==> config.mk <==
export PLATFORM = sky130hd
export DESIGN_NAME = calculator_alu
export DESIGN_NICKNAME = d
export VERILOG_FILES = /design/src/rtl/calculator_alu.sv
export SDC_FILE = /design/constraint.sdc
export NUM_CORES = 1
export LEC_CHECK = 0
export CAP_MARGIN = 20
export CELL_PAD_IN_SITES_DETAIL_PLACEMENT = 1
export CELL_PAD_IN_SITES_GLOBAL_PLACEMENT = 1
export CORE_ASPECT_RATIO = 0.75
export CORE_MARGIN = 2
export CORE_UTILIZATION = 43
export DETAILED_ROUTE_END_ITERATION = 8
export PLACE_DENSITY_LB_ADDON = 0.1
export SYNTH_ARGS = -nofsm -noshare
export SYNTH_HDL_FRONTEND = slang
export SYNTH_SLANG_ARGS = --single-unit
==> constraint.sdc <==
create_clock -name clk -period 6.96 [get_ports clk]
set_input_delay 1.74 -clock clk [delete_from_list [all_inputs] [get_ports clk]]
set_output_delay 1.74 -clock clk [all_outputs]
set_load 0.05 [all_outputs]
==> src/rtl/calculator_alu.sv <==
// calculator_alu: arithmetic responder for the calculator datapath.
// One ADD/SUB/MUL/DIV request per input handshake; registered result and
// error flag returned over a second handshake. ADD/SUB finish on the accept
// edge. MUL uses a shift-add engine and DIV a restoring divider, one bit per
// cycle.
// Optional feature macro: CALC_ALU_DIV_EN. When it is defined the iterative
// divider is built. When it is undefined DIV answers at once with result 0
// and error 1.
module calculator_alu #(
  parameter int DATA_WIDTH = 16
) (
  input  logic                  clk,
  input  logic                  rst_n,
  input  logic [DATA_WIDTH-1:0] i_alu_input_a,
  input  logic [DATA_WIDTH-1:0] i_alu_input_b,
  input  logic [1:0]            i_alu_input_op,
  input  logic                  i_alu_input_signed,
  input  logic                  i_alu_input_valid,
  output logic                  o_alu_input_ready,
  output logic [DATA_WIDTH-1:0] o_alu_result,
  output logic                  o_alu_error,
  output logic                  o_alu_result_valid,
  input  logic                  i_alu_result_ready
);

  localparam int W     = DATA_WIDTH;
  localparam int CNT_W = $clog2(DATA_WIDTH);

  localparam logic [1:0] OP_ADD = 2'b00;
  localparam logic [1:0] OP_SUB = 2'b01;
  localparam logic [1:0] OP_MUL = 2'b10;
  localparam logic [1:0] OP_DIV = 2'b11;

  typedef enum logic [2:0] {
    S_IDLE,
    S_PREP,
    S_ITER,
    S_FIX,
    S_DONE
  } state_t;

  // Control state (reset)
  state_t           state_q;
  logic [CNT_W-1:0] cnt_q;
  logic [W-1:0]     result_q;
  logic             error_q;
  logic             valid_q;

  // Operand / engine state (not reset)
  logic [W-1:0]     a_q;
  logic [W-1:0]     b_q;
  logic             sgn_q;
  logic             neg_q;
  logic [W-1:0]     mag_a_q;
  logic [W-1:0]     mag_b_q;
  logic [2*W-1:0]   acc_q;
`ifdef CALC_ALU_DIV_EN
  logic [1:0]       op_q;
  logic [CNT_W-1:0] div_idx;
`endif

  logic [W:0]       addsub_c;
  logic [W-1:0]     mag_a_c;
  logic [W-1:0]     mag_b_c;
  logic             neg_c;
  logic [2*W-1:0]   step0_c;
  logic [2*W-1:0]   step_c;
  logic [W:0]       fix_c;

  // {error, result} for ADD/SUB; error is carry/borrow or signed overflow
  function automatic logic [W:0] addsub(input logic [W-1:0] a, input logic [W-1:0] b,
                                        input logic sub, input logic sgn);
    logic [W:0]   ext;
    logic [W-1:0] r;
    logic         ovf;
    ext = sub ? ({1'b0, a} - {1'b0, b}) : ({1'b0, a} + {1'b0, b});
    r   = ext[W-1:0];
    if (sgn)
      ovf = sub ? ((a[W-1] != b[W-1]) && (r[W-1] != a[W-1]))
                : ((a[W-1] == b[W-1]) && (r[W-1] != a[W-1]));
    else
      ovf = ext[W];
    return {ovf, r};
  endfunction

  // Absolute value of a signed operand; the most negative value maps to 2^(W-1)
  function automatic logic [W-1:0] magnitude(input logic [W-1:0] v, input logic sgn);
    logic signed [W-1:0] sv;
    sv = signed'(v);
    if (sgn && sv[W-1])
      return unsigned'(-sv);
    return v;
  endfunction

  // One shift-add step: add the multiplicand to the high half if the
  // multiplier bit is set, then shift the whole accumulator right by one
  function automatic logic [2*W-1:0] mul_step(input logic [W-1:0] hi, input logic [W-2:0] lo_up,
                                              input logic [W-1:0] mcand, input logic mbit);
    logic [W:0] sum;
    sum = {1'b0, hi} + {1'b0, mcand & {W{mbit}}};
    return {sum, lo_up};
  endfunction

  // {error, result} from the magnitude product: negate, then range check
  function automatic logic [W:0] mul_fix(input logic [2*W-1:0] prod, input logic sgn,
                                         input logic neg);
    logic [W-1:0] lo;
    logic         ovf;
    lo  = prod[W-1:0];
    ovf = (|prod[2*W-1:W]) ||
          (sgn && prod[W-1] && !(neg && (prod[W-2:0] == '0)));
    return {ovf, neg ? -lo : lo};
  endfunction

`ifdef CALC_ALU_DIV_EN
  // One restoring-division step: shift in the next dividend bit, subtract
  // the divisor when it fits and record the quotient bit
  function automatic logic [2*W-1:0] div_step(input logic [W-1:0] rem, input logic [W-2:0] quo,
                                              input logic dbit, input logic [W-1:0] dsor);
    logic [W:0]   part;
    logic         qbit;
    logic [W-1:0] rem_n;
    part  = {rem, dbit};
    qbit  = (part >= {1'b0, dsor});
    rem_n = qbit ? W'(part - {1'b0, dsor}) : part[W-1:0];
    return {rem_n, quo, qbit};
  endfunction

  // {error, result} from the magnitude quotient; only MIN / -1 overflows
  function automatic logic [W:0] div_fix(input logic [W-1:0] quo, input logic sgn,
                                         input logic neg);
    logic ovf;
    ovf = sgn && !neg && quo[W-1];
    return {ovf, neg ? -quo : quo};
  endfunction

  assign div_idx = CNT_W'(W-1) - cnt_q;
`endif

  assign o_alu_input_ready  = (state_q == S_IDLE);
  assign o_alu_result       = result_q;
  assign o_alu_error        = error_q;
  assign o_alu_result_valid = valid_q;

  assign addsub_c = addsub(i_alu_input_a, i_alu_input_b, i_alu_input_op[0], i_alu_input_signed);
  assign mag_a_c  = magnitude(a_q, sgn_q);
  assign mag_b_c  = magnitude(b_q, sgn_q);
  assign neg_c    = sgn_q && (a_q[W-1] ^ b_q[W-1]);

  // Engine step select: PREP performs step 0 from a cleared accumulator,
  // ITER performs steps 1..W-1
  always_comb begin
    step0_c = mul_step('0, '0, mag_a_c, mag_b_c[0]);
    step_c  = mul_step(acc_q[2*W-1:W], acc_q[W-1:1], mag_a_q, mag_b_q[cnt_q]);
    fix_c   = mul_fix(acc_q, sgn_q, neg_q);
`ifdef CALC_ALU_DIV_EN
    if (op_q == OP_DIV) begin
      step0_c = div_step('0, '0, mag_a_c[W-1], mag_b_c);
      step_c  = div_step(acc_q[2*W-1:W], acc_q[W-2:0], mag_a_q[div_idx], mag_b_q);
      fix_c   = div_fix(acc_q[W-1:0], sgn_q, neg_q);
    end
`endif
  end

  // Operand capture and iterative engine datapath
  always_ff @(posedge clk) begin
    if ((state_q == S_IDLE) && i_alu_input_valid) begin
      a_q   <= i_alu_input_a;
      b_q   <= i_alu_input_b;
      sgn_q <= i_alu_input_signed;
`ifdef CALC_ALU_DIV_EN
      op_q  <= i_alu_input_op;
`endif
    end
    if (state_q == S_PREP) begin
      mag_a_q <= mag_a_c;
      mag_b_q <= mag_b_c;
      neg_q   <= neg_c;
      acc_q   <= step0_c;
    end else if (state_q == S_ITER) begin
      acc_q   <= step_c;
    end
  end

  // Control FSM with registered result, error and valid
  always_ff @(posedge clk or negedge rst_n) begin
    if (!rst_n) begin
      state_q  <= S_IDLE;
      cnt_q    <= '0;
      result_q <= '0;
      error_q  <= 1'b0;
      valid_q  <= 1'b0;
    end else begin
      case (state_q)
        S_IDLE: begin
          if (i_alu_input_valid) begin
            case (i_alu_input_op)
              OP_ADD, OP_SUB: begin
                {error_q, result_q} <= addsub_c;
                valid_q             <= 1'b1;
                state_q             <= S_DONE;
              end
              OP_MUL: state_q <= S_PREP;
              default: begin
`ifdef CALC_ALU_DIV_EN
                state_q <= S_PREP;
`else
                result_q <= '0;
                error_q  <= 1'b1;
                valid_q  <= 1'b1;
                state_q  <= S_DONE;
`endif
              end
            endcase
          end
        end
        S_PREP: begin
          cnt_q   <= CNT_W'(1);
          state_q <= S_ITER;
`ifdef CALC_ALU_DIV_EN
          if ((op_q == OP_DIV) && (b_q == '0)) begin
            result_q <= '0;
            error_q  <= 1'b1;
            valid_q  <= 1'b1;
            state_q  <= S_DONE;
          end
`endif
        end
        S_ITER: begin
          cnt_q <= cnt_q + CNT_W'(1);
          if (cnt_q == CNT_W'(W-1))
            state_q <= S_FIX;
        end
        S_FIX: begin
          {error_q, result_q} <= fix_c;
          valid_q             <= 1'b1;
          state_q             <= S_DONE;
        end
        S_DONE: begin
          if (i_alu_result_ready) begin
            valid_q <= 1'b0;
            state_q <= S_IDLE;
          end
        end
        default: state_q <= S_IDLE;
      endcase
    end
  end

endmodule
**Word-level counts from Yosys, hierarchy flattened**

Index checks and enable logic that the tools add are counted.

- Add/sub/neg operators: 7
- Order comparisons: 1
- Equal/unequal tests: 14
- Multiplexer cells: 30
- Bitwise gates (word level): 3
- Reductions and logical operators: 22

Operators with widths:

| kind | number |
|---|---|
| $mux 16 | 6 |
| $pmux 16 s2 | 2 |
| $mux 31 | 2 |
| $neg 16->16 | 3 |
| $add 16x16->17 | 2 |
| $and 16x16->16 | 2 |
| $mux 17 | 1 |
| $sub 16x16->17 | 1 |
| $reduce_or 16->1 | 1 |
| $logic_not 15->1 | 1 |
| $pmux 3 s5 | 1 |
| $mux 3 | 4 |
| $logic_and 1x1->1 | 9 |
| $mux 1 | 9 |
| $pmux 4 s2 | 1 |
| $eq 3x2->1 const B | 2 |
| $ne 2x2->1 const B | 3 |
| $reduce_and 3->1 | 2 |
| $lt 4x5->1 const B | 1 |
| $add 4x1->4 const B | 1 |
| $bmux 1 s4 | 1 |
| $eq 4x4->1 const B | 1 |
| $pmux 1 s2 | 2 |
| $reduce_and 4->1 | 1 |
| other kinds (16) | 18 |

- Register bits after elaboration: 123
- Output and inout port bits: 19

**Logic depth before layout (Yosys ltp)**

Gate-level depths: netlist of the first run.

- Depth after elaboration: 9
- Gate-level depth with buffers: 15
- Depth with buffers taken out: 14

**Worst setup path before layout of the first run**

OpenSTA, ideal clock, no wires.

- Kind: input -> register
- Start: in i_alu_input_valid
- End: reg a_q[0], enable pin
- Library setup time: 0.518 ns
- Arrival time: 5.150 ns
- Required time: 6.442 ns
- Setup slack: 1.292 ns
- Stages: 1
- Cell sequence: nor4b_1

- Longest elaborated chain between the ends: 1

Ends and longest elaborated chain:

| item | line | text |
|---|---|---|
| start, declared | 18 | `input logic i_alu_input_valid,` |
| $logic_and 1x1->1 | 167 | `if ((state_q == S_IDLE) && i_alu_input_valid) begin` |
| end signal, assigned | 168 | `a_q <= i_alu_input_a;` |
| end, declared | 50 | `logic [W-1:0] a_q;` |

Every way passes these cells.
A chain may end at the register's enable or synchronous reset.

**Worst setup path in the final report of the first run**

- Start: in i_alu_input_b[0]
- End: reg result_q[13] (netlist: o_alu_result[13])

- Longest elaborated chain between the ends: 5

Ends and longest elaborated chain:

| item | line | text |
|---|---|---|
| start, declared | 15 | `input logic [DATA_WIDTH-1:0] i_alu_input_b,` |
| $add 16x16->17 / $sub 16x16->17 (equally long branches) | 76 | `ext = sub ? ({1'b0, a} - {1'b0, b}) : ({1'b0, a} + {1'b0, b});` |
| $mux 17 * | 76 |  |
| $pmux 16 s2 * | 197 | `case (i_alu_input_op)` |
| $mux 16 * | 196 | `if (i_alu_input_valid) begin` |
| $pmux 16 s2 * | 194 | `case (state_q)` |
| end signal, assigned | 199 | `{error_q, result_q} <= addsub_c;` |
| end signal, assigned | 235 | `{error_q, result_q} <= fix_c;` |
| end, declared | 45 | `logic [W-1:0] result_q;` |

Mark *: on every way between the ends. The rest lies on a longest branch, timed or not. The select of a mux whose other input is x is not followed.

==> key figures, run 1 <==
Cells and area
  • Antenna Diode Count: 0
  • Nets: 859
  • Share of layout cells above drive strength 1: 0.0655
  • Final core occ: 0.521
  • Final instance count without filler cells: roughly 1000
  • Area growth, synth to finish: 19.1%

Die
  • IO Pins: slightly below 60
  • Core box area: 16700 µm²
  • Placement row count: ~40
  • Initial Util: 0.437
  • Die Area: ~18000 µm²
  • Die height: ~120 µm
  • Die Span X: approximately 150 µm

Critical path
  • Critical Path Sink: o_alu_result[13]$_DFFE_PN0P_
  • Worst path cell trace: clkdlybuf4s50_1, inv_1, ha_1, a31oi_1, xnor2_1, ha_1, a21o_1, or3_1, or2_1, a221o_1, o311ai_1, xor2_1, o21ai_0
  • Data required, critical path: ~7.3 ns
  • Crit Path Class: in2reg
  • CP Buf/Inv Count: 2
  • Crit path DAT: between 5 and 6 ns
  • Top delay family on crit path: compound AO/OA/AOI/OAI gates
  • Crit end category: flop
  • Crit Path Max Fanout: 6
  • FF-to-FF Start: cnt_q[0]$_DFFE_PN0N_
  • R2r setup slk: between 2 and 2.5 ns
  • R2R Path End: acc_q[29]$_DFFE_PN_
  • CP most frequent cell: ha_1
  • Startpoint Class: input pin
  • Worst R2R Path Depth: 12
  • Instance count on the critical path: 13
  • Largest stage delay, worst path: 0.55 ns
  • CP max stage cell: clkdlybuf4s50_1
  • Critical Path Start: i_alu_input_b[0]

Synthesis
  • Post-synth EDFFs: 82
  • Synth top area share: 0.337
  • Xor-xnor portion of the synthesized cell area: 0.0922
  • Synth area leaders: edfxtp_1, dfrtp_1, ha_1
  • Syn_nets: 804
  • Distinct cells, synth: between 60 and 70
  • Seq cells post-synth: roughly 120
  • Post-synthesis mux area share: 0.0228
  • Ys flop type: edfxtp_1
  • Top post-synthesis cells by count: edfxtp_1, nand2_1, o21ai_0, a21oi_1, nor2_1
  • Top-count cell post-synth: edfxtp_1
  • Seq/Total Area, Yosys: 0.466
  • Syn Inst Count: approximately 730
  • Post-synth ARST share: 0.203
  • Synth Area in Compound Gates: 0.169
  • Synth Area per Inst: 10.1 µm²
  • Synth Cell Area: roughly 7300 µm²
  • YS warnings: 0
  • Synth Area in Simple Gates: 0.154
  • Synth area leader: edfxtp_1
  • Fraction of the mapped netlist area in adder cells: 0.0688
  • Largest family of logic cells by synthesized area: compound AO/OA/AOI/OAI gates

Clocking
  • CTS tree: built
  • Postcts setup bufs: 0
  • H-Tree Depth: 4
  • CTS sink cnt: approximately 120
  • CTS Hold Buffers Added: 0
  • Worst-Skew Late Latency: roughly 0.42 ns
  • CTS max path bufs: 2
  • Cts repair resizes: 0
  • CTS clock-pin slew for the worst setup and hold paths: around 0.060 ns
  • CTS root buf: clkbuf_16
  • Number of buffers created by CTS: 17

STA
  • Slew Limit Fails: 0
  • Finish-stage setup viols: 0
  • Worst hold margin: ~0.49 ns
  • Max Fclk: 199 MHz
  • Final hold violations: 0
  • Period minus WS final: roughly 5 ns
  • Post-Route Skew: between 0.006 and 0.007 ns
  • RSZ-0062 raised after global routing: false
  • Final period util: 0.721
  • Worst Tran Pin Value: a little over 1 ns
  • Setup tns final: 0 ns
  • Worst slew margin: 0.325

GRT
  • Gr usage total: 0.247
  • Initial antenna violation count: 0
  • Largest net degree at the start of global routing: 66
  • Number of global-route vias before repair: 6149
  • First-pass GRT wire length: around 34 mm
  • Grt ovf: 0

Placement
  • Post-DP HPWL: between 15 and 20 mm
  • Placed Cells incl. Taps: 977
  • Final Wtd Congestion: between 0.9 and 1
  • Number of port buffers: between 50 and 60

Route
  • DR iter-0 viols: approximately 430
  • Drt wl/cell: ~21 µm
  • Via-to-Cell Ratio: ~5.8
  • Via count: slightly below 6000
  • Post-route ant nets: 0
  • Drc violations: 0
  • Routed wire length: ~21 mm
  • First-pass iteration count of the detailed router: 5

Worst hold path
  • Hold crit path type: reg2reg

Run
  • Max_cap viols: 0

Pwr
  • Peak supply drop: a little over 0.2 mV
  • Total Power: between 3 and 4 mW
  • PD cells: roughly 410 nW/µm²
  • Leakage: approximately 3.2 nW

Outcome
  • Status: completed
## logic make-up (layout without fill, tap and decap cells)
kind of cell	after synthesis	after routing
XOR/XNOR	77	77
AO/OA/AOI/OAI	197	197
AND/OR/NAND/NOR	232	232
adder cells (fa/ha/maj)	39	39
multiplexers	10	10
flip-flops	123	123
buffers and inverters	48	116
## state kept, by name, summed over array words and instances, names as in the netlist
| register | flops |
|---|---|
| mag_a_q | 16 |
| o_alu_result_valid | 1 |
| b_q | 16 |
| o_alu_result | 16 |
| sgn_q | 1 |
| mag_b_q | 16 |
| o_alu_error | 1 |
| a_q | 16 |
| neg_q | 1 |
| cnt_q | 4 |
| state_q | 3 |
| acc_q | 32 |
## power by group
group          switching, mW  internal [mW]  leakage (nW)
registers              0.164           1.01          1.21
logic                  0.919          0.563          1.71
clock network          0.343          0.599         0.297
total                   1.43           2.17          3.22
## cell usage in the layout (no fill, tap or decap), drive strengths merged, types with 9 or more instances in the layout
| cell | n |
|---|---|
| a21oi | 52 |
| a31oi | 10 |
| and2 | 22 |
| clkbuf | 17 |
| clkdlybuf4s50 | 57 |
| dfrtp | 25 |
| dfxtp | 16 |
| edfxtp | 82 |
| ha | 37 |
| inv | 24 |
| nand2 | 75 |
| nand2b | 9 |
| nand3 | 16 |
| nor2 | 51 |
| nor3 | 14 |
| nor4 | 14 |
| o21ai | 60 |
| o31ai | 9 |
| xnor2 | 50 |
| xor2 | 27 |
## worst min-delay path by stage
| stage | from | to | slack [ns] | cells after the start |
|---|---|---|---|---|
| global route | o_alu_result[2]$_DFFE_PN0P_ | o_alu_result[2]$_DFFE_PN0P_ | 0.52 | 2 |
| floorplan | b_q[0]$_DFFE_PP_ | mag_b_q[0]$_DFFE_PP_ | 0.42 | 0 |
| finish | o_alu_result[3]$_DFFE_PN0P_ | o_alu_result[3]$_DFFE_PN0P_ | 0.49 | 2 |
| detailed placement | o_alu_result[2]$_DFFE_PN0P_ | o_alu_result[2]$_DFFE_PN0P_ | 0.48 | 2 |
| CTS | o_alu_result[2]$_DFFE_PN0P_ | o_alu_result[2]$_DFFE_PN0P_ | 0.49 | 2 |
| global placement | o_alu_result[3]$_DFFE_PN0P_ | o_alu_result[3]$_DFFE_PN0P_ | 0.47 | 2 |
## layout make-up
type	instances	area [µm²]
clock buffers	17	425
well taps	215	269
clock inverters	15	195
repair buffers	63	616
multi-input cells	555	3720
fillers	1829	8020
inverters	21	78.8
flip-flops and latches	123	3410
## worst register-to-register path: stages, from the launching register on
cell	delay, ns
dfrtp_1	0.60
mux4_2	0.58
mux4_2	0.67
and2_1	0.24
ha_1	0.22
fa_1	0.45
a211oi_1	0.31
o21ai_0	0.25
a311oi_1	0.34
o21bai_1	0.17
a21oi_1	0.21
xor2_1	0.19
o21ai_0	0.11
## stage by stage
stage          worst slack [ns]  area [µm²]
5_1_grt                    1.69        8710
6_report                   1.94        8710
4_1_cts                    1.97        8710
3_5_place_dp               1.54        8090
3_3_place_gp               1.66        8090
2_1_floorplan              1.29        7310
## per-layer routing
layer | track usage | routed length (µm)
met3 | 0.0431 | 934
met5 | 0 | 0
met1 | 0.340 | 10000
met2 | 0.404 | 9960
met4 | 0.0741 | 216
(Power assumes the default switching activity.)
==> run 2, diff against run 1 <==
clock period = 4.94 ns   (was 6.96 ns; I/O delays follow)
==> key figures, run 2 (synthesis results as in run 1) <==
Route
  • Drc violations: 0 (unchanged)
  • Via-to-Cell Ratio: 5.85 (+0.56%)
  • Routed wire length: 21.5 mm (+1.6%)
  • Via count: 5931 (+1.1%)
  • Drt wl/cell: 21.2 µm (+1.1%)
  • DR iter-0 viols: 385 (-11%)
  • First-pass iteration count of the detailed router: 5 (unchanged)
  • Post-route ant nets: 0 (unchanged)

Outcome
  • Status: completed

Clocking
  • H-Tree Depth: 4 (unchanged)
  • CTS sink cnt: 123 (unchanged)
  • Worst-Skew Late Latency: 0.43 ns (about the same)
  • Postcts setup bufs: 0 (unchanged)
  • CTS tree: built
  • CTS root buf: clkbuf_16
  • CTS max path bufs: 2 (unchanged)
  • CTS clock-pin slew for the worst setup and hold paths: 0.06 ns (about the same)
  • Number of buffers created by CTS: 17 (unchanged)
  • CTS Hold Buffers Added: 0 (unchanged)
  • Cts repair resizes: 0 (unchanged)

GRT
  • Initial antenna violation count: 0 (unchanged)
  • Gr usage total: 0.247 (+0.000365)
  • Grt ovf: 0 (unchanged)
  • First-pass GRT wire length: 33.7 mm (-0.12%)
  • Largest net degree at the start of global routing: 66 (unchanged)
  • Number of global-route vias before repair: 6180 (+0.50%)

STA
  • Finish-stage setup viols: 0 (unchanged)
  • Worst slew margin: 0.331 (+0.00532)
  • Setup tns final: 0 ns (unchanged)
  • Final hold violations: 0 (unchanged)
  • RSZ-0062 raised after global routing: false
  • Max Fclk: around 220 MHz
  • Period minus WS final: about 4.5 ns
  • Worst Tran Pin Value: 1.00 ns (-0.00795 ns)
  • Worst setup margin: 0.393 ns (-1.55 ns)
  • Slew Limit Fails: 0 (unchanged)
  • Final period util: 0.920
  • Post-Route Skew: 0.0109 ns (+0.00458 ns)
  • Worst hold margin: 0.486 ns (-0.00121 ns)

Critical path
  • Crit Path Max Fanout: 16 (+10)
  • Data required, critical path: 5.10 ns (-2.15 ns)
  • Top delay family on crit path: compound AO/OA/AOI/OAI gates
  • Largest stage delay, worst path: 0.67 ns (+0.12 ns)
  • Crit Path Class: reg2reg
  • CP max stage cell: mux4_2
  • Worst path cell trace: mux4_2, mux4_2, and2_1, ha_1, fa_1, a211oi_1, o21ai_0, a311oi_1, o21bai_1, a21oi_1, xor2_1, o21ai_0
  • Crit path DAT: 4.71 ns (-0.59 ns)
  • Startpoint Class: flop
  • CP Buf/Inv Count: 0 (-2)
  • Crit end category: flop

Placement
  • DP Area: 8130 µm² (+0.57%)
  • Placed Cells incl. Taps: 982 (+0.51%)
  • Pre-CTS WS: 0.00824 ns (-1.53 ns)
  • Number of port buffers: 57 (unchanged)
  • Post-DP HPWL: 16.1 mm (+0.85%)
  • Final Wtd Congestion: 0.859 (-6.0%)

Cells and area
  • Most common cell after layout, fill and taps aside: edfxtp_1
  • Area growth, synth to finish: 19.1% (about the same)
  • Max FFs per register: 32 (unchanged)
  • Final core occ: 0.521 (about the same)
  • Antenna Diode Count: 0 (unchanged)
  • Final Cell Area: 8710 µm² (about the same)
  • Largest reg by FF count: acc_q
  • Nets: 864 (+0.58%)
  • Share of layout cells above drive strength 1: 0.0726 (+0.00710)
  • Final instance count without filler cells: 1014 (+0.50%)
  • Commonest cells after routing, fill and taps aside: edfxtp_1, nand2_1, o21ai_0

Pwr
  • Peak supply drop: 0.232 mV (+13%)
  • Leakage: 3.22 nW (about the same)
  • Total Power: 4.99 mW (+39%)
  • PD cells: 573 nW/µm² (+39%)

Die
  • Placement row count: 41 (unchanged)
  • Die Area: 18100 µm² (unchanged)
  • Initial Util: 0.437 (unchanged)
  • Die height: 117 µm (unchanged)
  • Core box area: 16700 µm² (unchanged)
  • IO Pins: 58 (unchanged)
  • Die Span X: 155 µm (unchanged)

Run
  • Max_cap viols: 0 (unchanged)

Worst hold path
  • Hold crit path type: reg2reg
## run 2: cell count changes in the layout (fill, tap and decap cells not counted)
cell | before | now
buf_4 | 6 | 11
bufinv_16 | 4 | 2
clkinv_1 | 3 | 2
clkinv_2 | 1 | 2
clkinvlp_4 | 2 | 5
inv_6 | 3 | 2
nor4b_2 | 1 | 0
nor4b_4 | 0 | 1
## run 2: path summary, 6_finish.rpt
kind / to / start / slack [ns] / cells after the start
max in group asynchronous: o_alu_result[5]$_DFFE_PN0P_ / rst_n / 3.18 / 2
min in group asynchronous: cnt_q[1]$_DFFE_PN0N_ / rst_n / 1.14 / 1
worst min register to register: o_alu_result[3]$_DFFE_PN0P_ / o_alu_result[3]$_DFFE_PN0P_ / 0.49 / 2
worst max register to register: acc_q[29]$_DFFE_PN_ / cnt_q[0]$_DFFE_PN0N_ / 0.39 / 12
worst min-delay path: o_alu_result[3]$_DFFE_PN0P_ / o_alu_result[3]$_DFFE_PN0P_ / 0.49 / 2
worst max-delay path: acc_q[29]$_DFFE_PN_ / cnt_q[0]$_DFFE_PN0N_ / 0.39 / 12
## run 2: report_power, final
group | internal [mW] | switching [mW] | total [mW]
registers | 1.42 | 0.231 | 1.65
clock network | 0.740 | 0.495 | 1.23
logic | 0.805 | 1.30 | 2.10
total | 2.97 | 2.02 | 4.99
## run 2: cell type report
cell class                      instances  area, µm²
Clock buffer                           17        425
Clock inverter                         15        150
Fill cell                            1810       8010
Inverter                               21       78.8
Multi-Input combinational cell        555       3720
Sequential cell                       123       3410
Tap cell                              215        269
Timing Repair Buffer                   68        653
## run 2: per-layer routing
| metal | global-route usage | wire [µm] | vias up |
|---|---|---|---|
| met2 | 0.404 | 9990 | 115 |
| met5 | 0 | 0 | - |
| met1 | 0.334 | 10300 | 2987 |
| met3 | 0.0563 | 905 | 21 |
| li1 | - | - | 2808 |
| met4 | 0.0685 | 271 | 0 |
## run 2: worst min-delay path: stages (launching register included)
cell and delay (ns):
dfrtp_1 0.34, nand2_1 0.05, o21ai_0 0.06
